## config.mk

```make
export PLATFORM = sky130hd
export DESIGN_NAME = keypad_entry
export DESIGN_NICKNAME = d
export VERILOG_FILES = /design/src/rtl/keypad_entry.sv
export SDC_FILE = /design/constraint.sdc
export NUM_CORES = 1
export LEC_CHECK = 0
export BUFFER_PORTS_ARGS = -buffer_cell sky130_fd_sc_hd__buf_2
export CAP_MARGIN = 40
export CORE_MARGIN = 1.5
export CORE_UTILIZATION = 30
export DETAILED_ROUTE_END_ITERATION = 12
export SYNTH_ARGS = -nofsm -noshare
export SYNTH_HDL_FRONTEND = slang
export SYNTH_SLANG_ARGS = --single-unit
export TNS_END_PERCENT = 1
```

## constraint.sdc

```tcl
create_clock -name Clk -period 2.3 [get_ports Clk]
set_input_delay 0.115 -clock Clk [delete_from_list [all_inputs] [get_ports Clk]]
set_output_delay 0.115 -clock Clk [all_outputs]
set_load 0.005 [all_outputs]
```

## src/rtl/keypad_entry.sv

```systemverilog
// 4x4 matrix keypad scanner with debounce, ghost rejection and a four-digit
// hex entry register that shifts in each accepted key.
module keypad_entry #(
  parameter int SCAN_DIV     = 1000,
  parameter int DEBOUNCE_CNT = 20
) (
  input  logic        Clk,
  input  logic        Reset,
  input  logic [3:0]  Col,
  input  logic        Clear,
  output logic [3:0]  Row,
  output logic        KeyValid,
  output logic [3:0]  KeyCode,
  output logic [15:0] Value,
  output logic [2:0]  Count
);

  localparam int SW = $clog2(SCAN_DIV);
  localparam int DW = $clog2(DEBOUNCE_CNT + 1);
  localparam logic [SW-1:0] SCAN_LAST   = SW'(SCAN_DIV - 1);
  localparam logic [DW-1:0] STABLE_LAST = DW'(DEBOUNCE_CNT - 1);

  typedef enum logic [1:0] {SCAN, DEBOUNCE, HELD, RELEASE} state_t;

  state_t          state;
  logic [3:0]      col_meta;
  logic [3:0]      col_s;
  logic [3:0]      col_pat;
  logic [1:0]      idx;
  logic [1:0]      col_idx;
  logic [SW-1:0]   scan_cnt;
  logic [DW-1:0]   stable_cnt;
  logic            single_low;
  logic [1:0]      col_enc;

  // Idle columns read high, so the synchronizer resets to "no key".
  always_ff @(posedge Clk or posedge Reset) begin
    if (Reset) begin
      col_meta <= 4'b1111;
      col_s    <= 4'b1111;
    end else begin
      col_meta <= Col;
      col_s    <= col_meta;
    end
  end

  assign Row = ~(4'b0001 << idx);

  // Only a single low column is a key; anything else (none or several) is ignored.
  always_comb begin
    single_low = 1'b1;
    col_enc    = 2'd0;
    case (col_s)
      4'b1110: col_enc = 2'd0;
      4'b1101: col_enc = 2'd1;
      4'b1011: col_enc = 2'd2;
      4'b0111: col_enc = 2'd3;
      default: single_low = 1'b0;
    endcase
  end

  always_ff @(posedge Clk or posedge Reset) begin
    if (Reset) begin
      state      <= SCAN;
      idx        <= 2'd0;
      col_idx    <= 2'd0;
      col_pat    <= 4'b1111;
      scan_cnt   <= '0;
      stable_cnt <= '0;
      KeyValid   <= 1'b0;
      KeyCode    <= 4'd0;
      Value      <= 16'd0;
      Count      <= 3'd0;
    end else begin
      KeyValid <= 1'b0;
      case (state)
        SCAN: begin
          if (scan_cnt == SCAN_LAST) begin
            scan_cnt <= '0;
            if (single_low) begin
              col_pat    <= col_s;
              col_idx    <= col_enc;
              stable_cnt <= '0;
              state      <= DEBOUNCE;
            end else begin
              idx <= idx + 2'd1;
            end
          end else begin
            scan_cnt <= scan_cnt + SW'(1);
          end
        end
        DEBOUNCE: begin
          if (col_s == col_pat) begin
            if (stable_cnt == STABLE_LAST) begin
              stable_cnt <= '0;
              state      <= HELD;
              KeyValid   <= 1'b1;
              KeyCode    <= {idx, col_idx};
              Value      <= {Value[11:0], idx, col_idx};
              Count      <= (Count == 3'd4) ? Count : Count + 3'd1;
            end else begin
              stable_cnt <= stable_cnt + DW'(1);
            end
          end else begin
            stable_cnt <= '0;
            idx        <= idx + 2'd1;
            state      <= SCAN;
          end
        end
        HELD: begin
          if (col_s == 4'b1111) begin
            stable_cnt <= '0;
            state      <= RELEASE;
          end
        end
        RELEASE: begin
          // A low column during release debounce means the key bounced back.
          if (col_s == 4'b1111) begin
            if (stable_cnt == STABLE_LAST) begin
              stable_cnt <= '0;
              idx        <= idx + 2'd1;
              state      <= SCAN;
            end else begin
              stable_cnt <= stable_cnt + DW'(1);
            end
          end else begin
            state <= HELD;
          end
        end
        default: state <= SCAN;
      endcase
      if (Clear) begin
        Value <= 16'd0;
        Count <= 3'd0;
      end
    end
  end

endmodule

```

After elaboration in Yosys (flattened, before gate mapping)
Index checks and enable logic that the tools add are counted.
- register bits after elaboration: 57
- word-level logic and storage cells: 89
- input port bits: 7
- output and inout bits: 28
- bitwise operators: 1
- reductions and logical operators: 13
- $add $sub $neg: 4
- shift-type cells: 1
- multiplexer cells: 36
- eq/ne operators: 22
- operator list (kind ; number):
    two-way mux 16 bit ; 4
    two-way mux 5 bit ; 6
    two-way mux 2 bit ; 12
    case mux 5 bit (4 select lines) ; 1
    == test 4 bit, second input constant ; 4
    != test 2 bit, second input constant ; 8
    two-way mux 3 bit ; 5
    case mux 2 bit (3 select lines) ; 2
    adder 10 x 1 -> 10 bit, second input constant ; 1
    == test 10 bit, second input constant ; 1
    two-way mux 10 bit ; 1
    AND reduction 3 bit ; 3
    case mux 2 bit (4 select lines) ; 1
    AND reduction 4 bit ; 2
    != test 3 bit, second input constant ; 2
    AND reduction 6 bit ; 1
    nonzero test 2 bit ; 3
    adder 5 x 1 -> 5 bit, second input constant ; 1
    == test 5 bit, second input constant ; 1
    AND reduction 5 bit ; 1
    == test 2 bit, second input constant ; 2
    == test 4 x 3 -> 1 bit, second input constant ; 1
    == test 4 bit ; 1
    two-way mux 1 bit ; 4
    9 further kinds ; 9

Logic depth before layout (Yosys ltp)
Gate-level depths: netlist of the first run.
- depth in word-level cells: 6
- mapped depth: 8
- mapped depth without buffers: 6

Least setup slack after synthesis of the first run
No wires, ideal clock.
- path type: register to register
- start: reg col_s[2]
- end: reg Count[0]
- data required time: 2222 ps
- clock period less this slack: 1926 ps
- data arrival time: 1848 ps
- path buffers: 2
- setup time: 78 ps
- slack: 374 ps
- cell stages (with the launch flop): 8
- path through: dfstp_2 > buf_6 > xnor2_4 > nand4_4 > or3_1 > clkbuf_1 > or3_1 > a21oi_1
- word-level cells in the longest chain between the ends: 3
- RTL lines (what ; RTL line ; source):
    start: declaration ; 27 ; logic [3:0] col_s;
    start signal: assignment ; 43 ; col_s <= col_meta;
    == test 4 bit ; 93 ; if (col_s == col_pat) begin
    nonzero test 2 bit (no line) ; -- ;
    AND reduction 4 bit (no line) ; -- ;
    end signal: assignment ; 100 ; Count <= (Count == 3'd4) ? Count : Count + 3'd1;
    end: declaration ; 15 ; output logic [2:0] Count
No other way between the ends.
A chain may end at the register's enable or synchronous reset.

Worst setup path after layout of the first run
- start: reg col_s[0]
- end: reg idx[1]
- word-level cells in the longest chain between the ends: 5
- elaborated cells on any way between the ends: 12
- those cells by class: 9 x eq/ne; 1 x mux; 2 x reduce/logical
- RTL lines (what ; RTL line ; source):
    == test 4 x 3 -> 1 bit / == test 4 bit (equally long branches) ; 53 ; case (col_s)
    OR reduction 4 bit (no line) ; -- ;
    two-way mux 1 bit ; 53 ;
    != test 2 bit (no line) ; -- ;
    AND reduction 6 bit (no line) * ; -- ;
    end signal: assignment ; 86 ; idx <= idx + 2'd1;
    end signal: assignment ; 106 ; idx <= idx + 2'd1;
    end signal: assignment ; 121 ; idx <= idx + 2'd1;
    end: declaration ; 29 ; logic [1:0] idx;
Mark *: on every way between the ends. The rest lies on a longest branch, timed or not.

==> impl_metrics.yaml, run 1 <==
final_layout:
  final_nets: 323
  diodes: 0
  num-fill-cells: 861
  drive_gt1_share_pct: 27.5
  syn_to_final_growth_pct: 20.6
  fin_util_pct: 37.7
  layout.cells.non_filler: 421
  post-route-cell-area_mm2: 0.00332
clock_tree:
  cts_setup_buffers: 0
  htreeDepth: 3
  cts_root_buf: "clkbuf_8"
  insertion_delay_ns: 0.34
  cts_made_buffers: 9
  clock_sinks: 57
  path_clk_slew_ns: 0.07
  hold_buffers: 5
  cts_tree: "built"
  cts_resized: 0
  clockBufferDepth: 2
synth:
  synthCells: 264
  synth_top_cells_by_area: "dfrtp_1, dfstp_2, nand2_1, a21oi_1, ha_1"
  synth_nets: 279
  synth.yosys.seq_area_share_pct: 52.4
  synth_edf_count: 0
  async_reset_ff_share_pct: 100
  synthesis.area_mm2: 0.00275
  synth.largest_area_cell: "dfrtp_1"
  synth-main-ff-cell: "dfrtp_1"
  synth_top_area_share_pct: 40.9
  synthDistinctLibCells: 44
  yosys_warnings: 0
  yosysMostFrequentCell: "nand2_1"
  avgSynthCellArea_um2: 10.4
  ys_ff_latch: 57
  yosys-top-cells-count: "nand2_1, dfrtp_1, a21oi_1"
pwr:
  p_per_area_mw_per_mm2: 673
  intPower_mw: 1.79
  power_frac_comb_pct: 2.6
  vdd_ir_drop_max_mv: 0.335
  power_frac_clock_pct: 51.3
  power.leakage_nw: 1.47
  netSwitchingFraction_pct: 20.0
  pwr-share-seq_pct: 46.1
  p_total_mw: 2.23
  p_switching_uw: 446
global_route:
  grt_pass1_vias: 1911
  gr-total-overflow: 0
  grt_max_degree: 58
  antenna_found_initial: 0
  grtUsageTotal_pct: 12.0
  grt_first_pass_wirelength_mm: 9.17
timing:
  finalCriticalPeriod_ns: 2.07
  fin_ws_ns: 0.232
  worst_pin_slew_ns: 0.700
  rsz0062_at_grt: "false"
  timing.hold.ws_ns: 0.177
  clock.fmax_mhz: 484
  drv_slew: 0
  period_share_pct: 89.9
  hold_viol: 0
  fin_skew_ns: 0.00840
  setup_viol: 0
  relSlewSlack_pct: 53.3
  final.setup.tns_ns: 0
placement:
  place_area_mm2: 0.00302
  place_ws_ns: 0.238
  globalplace.congestion: 0.784
  port_buffers: 34
  dp_hpwl_mm: 3.46
  dp_cells: 400
die:
  ios: 35
  dieWidth_um: 98.8
  initial_core_util_pct: 31.2
  die_h_um: 98.8
  coreArea_mm2: 0.00881
  die-area_mm2: 0.00975
  num_rows: 34
worst_setup_path:
  start_kind: "flip-flop"
  r2r_slack_ns: 0.23
  crit_fanout: 10
  crit_type: "reg2reg"
  cp.required_ns: 2.53
  worstPathArrival_ns: 2.29
  critPathCaptureType: "flip-flop"
status:
  status: "complete, but fails checks"
  violations: "DRC"
drt:
  vias: 1975
  wl_per_cell_um: 12.2
  vias_per_cell: 4.69
  ant_nets: 0
  first_iter_violations: 116
  first_pass_iters: 8
  drcViolationCount: 6
  routed_wl_mm: 5.13
hold_path:
  worstHoldPathType: "in2reg"
flow_run:
  maxCapViolCount: 0
-- flip-flops by register name, indices dropped and copies added, names as in the netlist --
name	count
col_pat	4
col_meta	4
col_idx	2
KeyCode	4
Value	16
idx	2
Count	3
state	2
col_s	4
scan_cnt	10
stable_cnt	5
KeyValid	1
-- power by group through the flow --
stage	registers, mW	clock network [mW]	logic [mW]
4_1_cts	1.03	1.18	0.0607
2_1_floorplan	1.04	0	0.0555
6_report	1.03	1.15	0.0580
3_3_place_gp	1.05	0	0.0532
5_1_grt	1.03	1.24	0.0661
3_5_place_dp	1.05	0	0.0544
-- cell usage in the layout, fill, tap and decap left out, types with 7 or more instances in the layout --
master and n:
ha_1 8, clkbuf_8 10, dfrtp_1 45, nor3_1 8
dfstp_2 12, a21oi_1 29, buf_2 34, inv_1 15
nand4_1 7, nand2_1 54
-- per-layer routing --
| layer | GRT usage (%) | part of all wire (%) |
|---|---|---|
| met1 | 15.9 | 49 |
| met2 | 17.2 | 43 |
| met3 | 5.82 | 6.0 |
| met4 | 4.29 | 1.3 |
| met5 | 0 | 0 |
-- layout make-up --
type                    count  area, um2  area share (%)
flip-flops and latches     57       1440            43.4
multi-input cells         179       1170            35.3
repair buffers             45        265            7.99
clock buffers              11        141            4.26
well taps                 108        135            4.07
clock inverters             5        103            3.09
inverters                  16       60.1            1.81
-- cells by family (layout without fill, tap and decap cells) --
logic type | count (synthesis) | in the layout | share of synthesized area, %
multiplexers | 5 | 5 | 2.05
AND/OR/NAND/NOR | 104 | 104 | 20.0
XOR/XNOR | 13 | 13 | 6.46
AO/OA/AOI/OAI | 49 | 49 | 10.5
flip-flops | 57 | 57 | 52.4
adder cells (fa/ha/maj) | 8 | 8 | 3.64
buffers and inverters | 28 | 77 | 5.00
-- worst paths after layout --
| check | startpoint | cells past startpoint | to |
|---|---|---|---|
| max in group asynchronous | Reset | 4 | stable_cnt[0]$_DFFE_PP0P_ |
| max reg2reg | col_s[0]$_DFF_PP1_ | 5 | idx[1]$_DFFE_PP0P_ |
| max | col_s[0]$_DFF_PP1_ | 5 | idx[1]$_DFFE_PP0P_ |
| min reg2reg | col_meta[3]$_DFF_PP1_ | 0 | col_s[3]$_DFF_PP1_ |
| min | Clear | 2 | Value[1]$_DFFE_PP0P_ |
| min in group asynchronous | Reset | 4 | Value[0]$_DFFE_PP0P_ |
-- worst max-delay path, cell delays in order (launching register included) --
cell and delay (ns):
dfstp_2 0.66, and4b_1 0.22, a211o_1 0.31, o31ai_1 0.27
o311ai_1 0.19, mux2_2 0.30
No activity file was read; power rests on OpenSTA's default activity.
==> inputs of run 2 (changes only) <==
Settings changed: PLACE_DENSITY_LB_ADDON from default to 0.25, SLEW_MARGIN from default to 15.
==> run 2 against run 1 <==
Effect of this change:
- the run still ends with DRC left
- non-clock buffer count increased by 3
- cell count rose by 0.71%
- die area did not move
- sequential power about the same
- clock power shrank 8%
- sequential share of layout area down 0.23 points
- largest cell class unchanged
==> impl_metrics.yaml, run 2 (synthesis results as in run 1) <==
worst_setup_path:
  worstPathArrival_ns: 2.32
  cp.required_ns: 2.52
  crit_type: "reg2reg"
  start_kind: "flip-flop"
  crit_fanout: 10
  critPathCaptureType: "flip-flop"
die:
  initial_core_util_pct: 31.2
  num_rows: 34
  coreArea_mm2: 0.00881
  die_h_um: 98.8
  dieWidth_um: 98.8
  ios: 35
  die-area_mm2: 0.00975
timing:
  clock.fmax_mhz: 476
  relSlewSlack_pct: 63.8
  hold_viol: 0
  worst_pin_slew_ns: 0.543
  rsz0062_at_grt: "false"
  period_share_pct: 91.3
  finalCriticalPeriod_ns: 2.10
  drv_slew: 0
  final.setup.tns_ns: 0
  setup_viol: 0
  fin_skew_ns: 0.00960
global_route:
  gr-total-overflow: 0
  antenna_found_initial: 0
  grt_max_degree: 37
  grt_first_pass_wirelength_mm: 9.23
  grtUsageTotal_pct: 12.1
  grt_pass1_vias: 1979
drt:
  drcViolationCount: 4
  vias_per_cell: 4.72
  first_iter_violations: 123
  first_pass_iters: 10
  vias: 2002
  ant_nets: 0
  routed_wl_mm: 5.33
  wl_per_cell_um: 12.6
final_layout:
  post-route-cell-area_mm2: 0.00334
  final_common_cell: "nand2_1"
  reg_top3: "Value (16), scan_cnt (10), stable_cnt (5)"
  diodes: 0
  drive_gt1_share_pct: 28.5
  mostFrequentLayoutCells: "nand2_1, dfrtp_1, buf_2, a21oi_1, inv_1"
  syn_to_final_growth_pct: 21.2
  largest_register_ffs: 16
  final_nets: 326
  largest-register: "Value"
clock_tree:
  clock_sinks: 57
  cts_tree: "built"
  cts_resized: 0
  clockBufferDepth: 2
  insertion_delay_ns: 0.34
  cts_root_buf: "clkbuf_8"
  cts_made_buffers: 9
  path_clk_slew_ns: 0.08
  htreeDepth: 3
flow_run:
  maxCapViolCount: 0
pwr:
  power.leakage_nw: 1.48
  p_per_area_mw_per_mm2: 646
  vdd_ir_drop_max_mv: 0.298
placement:
  globalplace.congestion: 0.815
  dp_hpwl_mm: 3.75
  place_area_mm2: 0.00306
  port_buffers: 34
status:
  status: "complete, but fails checks"
  violations: "DRC"
hold_path:
  worstHoldPathType: "in2reg"
-- run 2: final cells by class --
cell class / count / area, um2
repair buffers: 48 / 300
clock buffers: 9 / 124
clock inverters: 7 / 103
multi-input cells: 179 / 1170
inverters: 16 / 60.1
fillers: 906 / 5470
flip-flops and latches: 57 / 1440
well taps: 108 / 135
-- run 2: repair_timing --
action | 4_1_cts | 5_1_grt
hold endpoints to repair | 13 | 0
hold buffers | 5 | 0
endpoints found under the setup margin | 0 | 0
setup buffers | 0 | 0
-- run 2: where the power goes --
part | internal [mW] | total [mW] | switching, mW
combinational | 0.0262 | 0.0618 | 0.0357
clock | 0.620 | 1.06 | 0.443
sequential | 1.02 | 1.03 | 0.0134
-- run 2: worst max-delay path, stage by stage, from the launching register on --
cell      delay (ns)
dfstp_2         0.66
and4b_1         0.23
a211o_1         0.31
o31ai_1         0.28
o311ai_1        0.20
mux2_2          0.30
-- run 2: layer usage --
metal / track usage (%) / up-vias / wire length, um
met1: 15.9 / 955 / 2610
li1: - / 996 / -
met3: 4.11 / 9 / 258
met4: 5.60 / 0 / 116
met2: 17.9 / 42 / 2340
met5: 0 / - / 0
-- run 2: stage by stage --
stage               instances  worst slack (ns)  hold WS (ns)  total power [mW]  utilization [%]
finish                    424             0.201         0.178              2.15             37.9
global route              424            0.0866         0.181              2.25             37.9
CTS                       424             0.187         0.172              2.19             37.9
detailed placement        403             0.210         0.180              1.11             34.7
global placement          403             0.231         0.189              1.11             34.7
floorplan                 264             0.374         0.119              1.09                -
-- run 2: worst paths after layout --
path | slack, ns | to | from | cells past startpoint
setup / recovery | 0.20 | idx[1]$_DFFE_PP0P_ | col_s[0]$_DFF_PP1_ | 5
hold / removal | 0.18 | Value[10]$_DFFE_PP0P_ | Clear | 2
setup reg to reg | 0.20 | idx[1]$_DFFE_PP0P_ | col_s[0]$_DFF_PP1_ | 5
hold reg to reg | 0.36 | col_s[3]$_DFF_PP1_ | col_meta[3]$_DFF_PP1_ | 0
max in group asynchronous | 1.40 | Value[0]$_DFFE_PP0P_ | Reset | 4
min in group asynchronous | 0.35 | col_idx[1]$_DFFE_PP0P_ | Reset | 3
